File: config.mk
export PLATFORM = sky130hd
export DESIGN_NAME = jk_bank_sequencer
export DESIGN_NICKNAME = d
export VERILOG_FILES = /design/src/rtl/jk_seq_pkg.sv /design/src/rtl/jk_cell.sv /design/src/rtl/jk_bank_sequencer.sv
export SDC_FILE = /design/constraint.sdc
export NUM_CORES = 1
export LEC_CHECK = 0
export ABC_CLOCK_PERIOD_IN_PS = 2000
export BUFFER_PORTS_ARGS = -buffer_cell sky130_fd_sc_hd__buf_2
export CORE_MARGIN = 3
export CORE_UTILIZATION = 51
export DETAILED_ROUTE_END_ITERATION = 7
export GPL_ROUTABILITY_DRIVEN = 0
export MAX_ROUTING_LAYER = met4
export PLACE_DENSITY_LB_ADDON = 0.25
export SYNTH_ARGS = -nofsm -noshare
export SYNTH_HDL_FRONTEND = slang
export SYNTH_SLANG_ARGS = --single-unit
File: constraint.sdc
create_clock -name clock -period 2 [get_ports clock]
set_input_delay 0.4 -clock clock [delete_from_list [all_inputs] [get_ports clock]]
set_output_delay 0.4 -clock clock [all_outputs]
set_load 0.05 [all_outputs]
File: src/rtl/jk_seq_pkg.sv
// Shared encodings for the JK bank sequencer: command opcodes and controller states.
package jk_seq_pkg;

    typedef enum logic [1:0] {
        OP_HOLD = 2'b00,
        OP_UP   = 2'b01,
        OP_DOWN = 2'b10,
        OP_LOAD = 2'b11
    } op_e;

    typedef enum logic [1:0] {
        ST_IDLE = 2'b00,
        ST_RUN  = 2'b01,
        ST_DONE = 2'b10
    } state_e;

endpackage

File: src/rtl/jk_cell.sv
// Single rising-edge JK flip-flop with asynchronous active-low clear.
module jk_cell (
    input  logic clock,
    input  logic clear,
    input  logic j,
    input  logic k,
    output logic q
);

    always_ff @(posedge clock or negedge clear) begin
        if (!clear) begin
            q <= 1'b0;
        end else begin
            case ({j, k})
                2'b10:   q <= 1'b1;
                2'b01:   q <= 1'b0;
                2'b11:   q <= ~q;
                default: q <= q;
            endcase
        end
    end

endmodule

File: src/rtl/jk_bank_sequencer.sv
// Command-driven up/down/load sequencer for a bank of JK cells; excitation is computed
// from the accepted command and the current bank state, the cells hold the count.
module jk_bank_sequencer
    import jk_seq_pkg::*;
#(
    parameter int WIDTH = 4
) (
    input  logic             clock,
    input  logic             clear,
    input  logic             cmd_valid,
    output logic             cmd_ready,
    input  logic [1:0]       cmd_op,
    input  logic [WIDTH-1:0] cmd_arg,
    input  logic             pause,
    output logic [WIDTH-1:0] q,
    output logic             busy,
    output logic             done,
    output logic             wrap
);

    localparam logic [WIDTH-1:0] ONE = WIDTH'(1);

    state_e           state;
    logic [WIDTH-1:0] remaining;
    logic             dir_up;
    logic [WIDTH-1:0] j, k;
    logic             step;
    logic             carry;
    op_e              op;

    assign op        = op_e'(cmd_op);
    assign cmd_ready = (state == ST_IDLE);
    assign busy      = (state != ST_IDLE);

    // Excitation: LOAD drives J/K straight from the argument; a count step toggles
    // every bit whose lower bits are all ones (up) or all zeros (down).
    always_comb begin
        j     = '0;
        k     = '0;
        step  = 1'b0;
        carry = 1'b1;
        if (state == ST_IDLE && cmd_valid && op == OP_LOAD) begin
            j = cmd_arg;
            k = ~cmd_arg;
        end else if (state == ST_RUN && !pause) begin
            step = 1'b1;
            for (int i = 0; i < WIDTH; i++) begin
                j[i]  = carry;
                k[i]  = carry;
                carry = carry & (dir_up ? q[i] : ~q[i]);
            end
        end
    end

    for (genvar g = 0; g < WIDTH; g++) begin : g_cell
        jk_cell u_cell (
            .clock (clock),
            .clear (clear),
            .j     (j[g]),
            .k     (k[g]),
            .q     (q[g])
        );
    end

    always_ff @(posedge clock or negedge clear) begin
        if (!clear) begin
            state     <= ST_IDLE;
            remaining <= '0;
            dir_up    <= 1'b0;
            done      <= 1'b0;
            wrap      <= 1'b0;
        end else begin
            done <= 1'b0;
            wrap <= 1'b0;
            case (state)
                ST_IDLE: begin
                    if (cmd_valid) begin
                        if ((op == OP_UP || op == OP_DOWN) && cmd_arg != '0) begin
                            remaining <= cmd_arg;
                            dir_up    <= (op == OP_UP);
                            state     <= ST_RUN;
                        end else begin
                            state <= ST_DONE;
                            done  <= 1'b1;
                        end
                    end
                end
                ST_RUN: begin
                    if (step) begin
                        remaining <= remaining - ONE;
                        wrap      <= dir_up ? (&q) : ~(|q);
                        if (remaining == ONE) begin
                            state <= ST_DONE;
                            done  <= 1'b1;
                        end
                    end
                end
                default: state <= ST_IDLE;
            endcase
        end
    end

endmodule

==> impl_metrics.tcl <==
set metrics [dict create \
    power.density_nw_per_um2 1610 \
    total_power_w 0.00151 \
    layout.cells.most_common_list "17 x buf_2, 13 x dfrtp_1, 7 x nor2_1, 7 x o21ai_0, 6 x a21oi_1" \
    cts_resized 0 \
    synth_edf_count 0 \
    cpPeakStageDelay_ps 460 \
    fmax_ghz 0.626 \
    clock_latency_ps 280 \
    grt-ovfl-total 0 \
    cts.path.max_buffers 2 \
    synthCells 82 \
    antenna_found_initial 0 \
    rsz0062_at_grt "false" \
    dp_slack_ps 250 \
    grtUsageTotal_pct 19.0 \
    synth_fp_nets 96 \
    ys_ff_latch 13 \
    cts-buffers-inserted 3 \
    fin_cells 116 \
    synthFlopType "dfrtp_1" \
    vias_per_cell 5.72 \
    io_pins 18 \
    crit_path_end_kind "primary output" \
    tightest_slew_ps 381 \
    slew_viol_final 0 \
    p_leak_nw 0.448 \
    drc_errors 0 \
    cts_tree "done" \
    layout_commonest_cell "buf_2" \
    ir_drop_uv 1030 \
    status "finished clean" \
    grt_pass1_wl_um 2670 \
    synth_area_um2 811 \
    num_antenna_cells 0 \
    path_delay_family "flip-flops" \
    grt_pass1_vias 605 \
    dp_cells 111 \
    yosysSeqAreaShare_pct 40.1 \
    layout.nets 116 \
    finalCriticalPeriod_ps 1600 \
    rows 13 \
    finalWorstSetupSlack_ps 402 \
    cts_hold_repair.buffers 1 \
    die_y_um 45.9 \
    wirelength_um 1650 \
    clkTransAtPathRegs_ps 80 \
    finalSetupViolations 0 \
    worstSetupPathType "reg -> out" \
    timing.critical_path.cells "nor2_1, buf_2" \
    relSlewSlack_pct 74.4 \
    worstPathArrival_ps 1200 \
    grt_max_degree 14 \
    hold_viol_final 0 \
    syn_avg_cell_area_um2 9.89 \
    startpoint_type "flip-flop" \
    crit_required_ps 1600 \
    routedWlPerCell_um 14.2 \
    htree_levels 1 \
    path_max_fanout 8 \
    drt_pass1_iterations 4 \
    min_path_type "in -> reg" \
    async_flop_share_pct 100 \
    vias 664 \
    portBuffers 17 \
    synth_cell_types 30 \
    drtIter0Drc 17 \
    post_cts_buffers 0 \
    syn_to_final_growth_pct 15.1 \
    crit_path_top_delay_cell "dfrtp_1" \
    dieArea_um2 2100 \
    critPathBufInv 1 \
    dp_hpwl_um 1290 \
    cts_root_buf "clkbuf_4" \
    drv_cap 0 \
    period_share_pct 79.9 \
    synth_warnings 0 \
    start_util_pct 58.0 \
    ant_nets 0 \
    core-area_um2 1400 \
    die_w_um 45.9 \
    layout-drive-gt1-share_pct 30.7 \
    fin_skew_ps 2.66 \
    setup_tns_ps 0 \
    cts_num_sinks 13 \
]
-- layer usage --
layer	part of all wire (%)	routed length [um]	vias to the layer above	track usage (%)
met3	5.6	93	6	5.53
met5	0	0	-	-
li1	-	-	328	-
met1	46	766	310	24.5
met4	2.7	44	0	11.9
met2	45	743	20	25.5
-- sequential cells by signal, summed over array words and instances (netlist names) --
register         count
g_cell.u_cell.q      4
remaining            4
state                2
dir_up               1
done                 1
wrap                 1
-- synth_stat cells (all sizes together), types with 2 or more instances --
library cell	n	area share, %
dfrtp	13	40
nor2	7	3.2
o21ai	7	4.3
a21oi	6	3.7
buf	4	3.7
ha	4	6.2
inv	4	1.9
nand2	4	1.9
mux2i	3	3.7
nand3	3	1.9
nor3	3	2.5
and3	2	1.5
mux2	2	2.8
nand3b	2	1.9
nor4	2	3.4
o211ai	2	1.9
or2b	2	1.9
or3b	2	2.5
xnor2	2	2.2
-- final timing paths --
check                                        start            endpoint  slack [ps]  cells after the start
worst max-delay path                      state[0]           cmd_ready         400                      2
worst min register to register  g_cell[3].u_cell.q  g_cell[3].u_cell.q         560                      1
min in group asynchronous                    clear  g_cell[2].u_cell.q         530                      2
max in group asynchronous                    clear            state[0]        1250                      2
worst max register to register            state[0]        remaining[0]         410                      4
worst min-delay path                    cmd_arg[3]  g_cell[3].u_cell.q         410                      3
-- cell families (layout without fill, tap and decap cells) --
kind of cell,count (synthesis),in the layout,synth area share (%)
and+or+nand+nor,31,31,24.2
xor gates and xnor gates,2,2,2.16
muxes,5,5,6.48
buffers and inverters,9,28,6.02
AOI/OAI and AO/OA,18,18,14.8
DFF,13,13,40.1
adders and majority gates,4,4,6.17
-- stage by stage --
step	utilization [%]	hold WS [ps]	cell area, um2
after floorplan	-	104	811
after global placement	64.0	304	896
after detailed placement	64.0	309	896
after CTS	66.7	405	933
after global routing	66.7	415	933
final	66.7	408	933
-- power breakdown --
group / switching, W / internal [W]
registers: 0.000139 / 0.000377
clock network: 0.0000930 / 0.0000743
logic: 0.000520 / 0.000302
-- tightest hold or removal path, stage by stage --
cell and delay [ps]:
buf_2 130, nand2_1 60, o211ai_1 70
-- final cells by class --
type / count / area, um2
Tap cell: 15 / 18.8
Clock buffer: 3 / 22.5
Timing Repair Buffer: 20 / 110
Clock inverter: 1 / 5.00
Sequential cell: 13 / 325
Fill cell: 127 / 465
Inverter: 4 / 15.0
Multi-Input combinational cell: 60 / 437
Note: power is estimated with default switching activity, not from simulation.
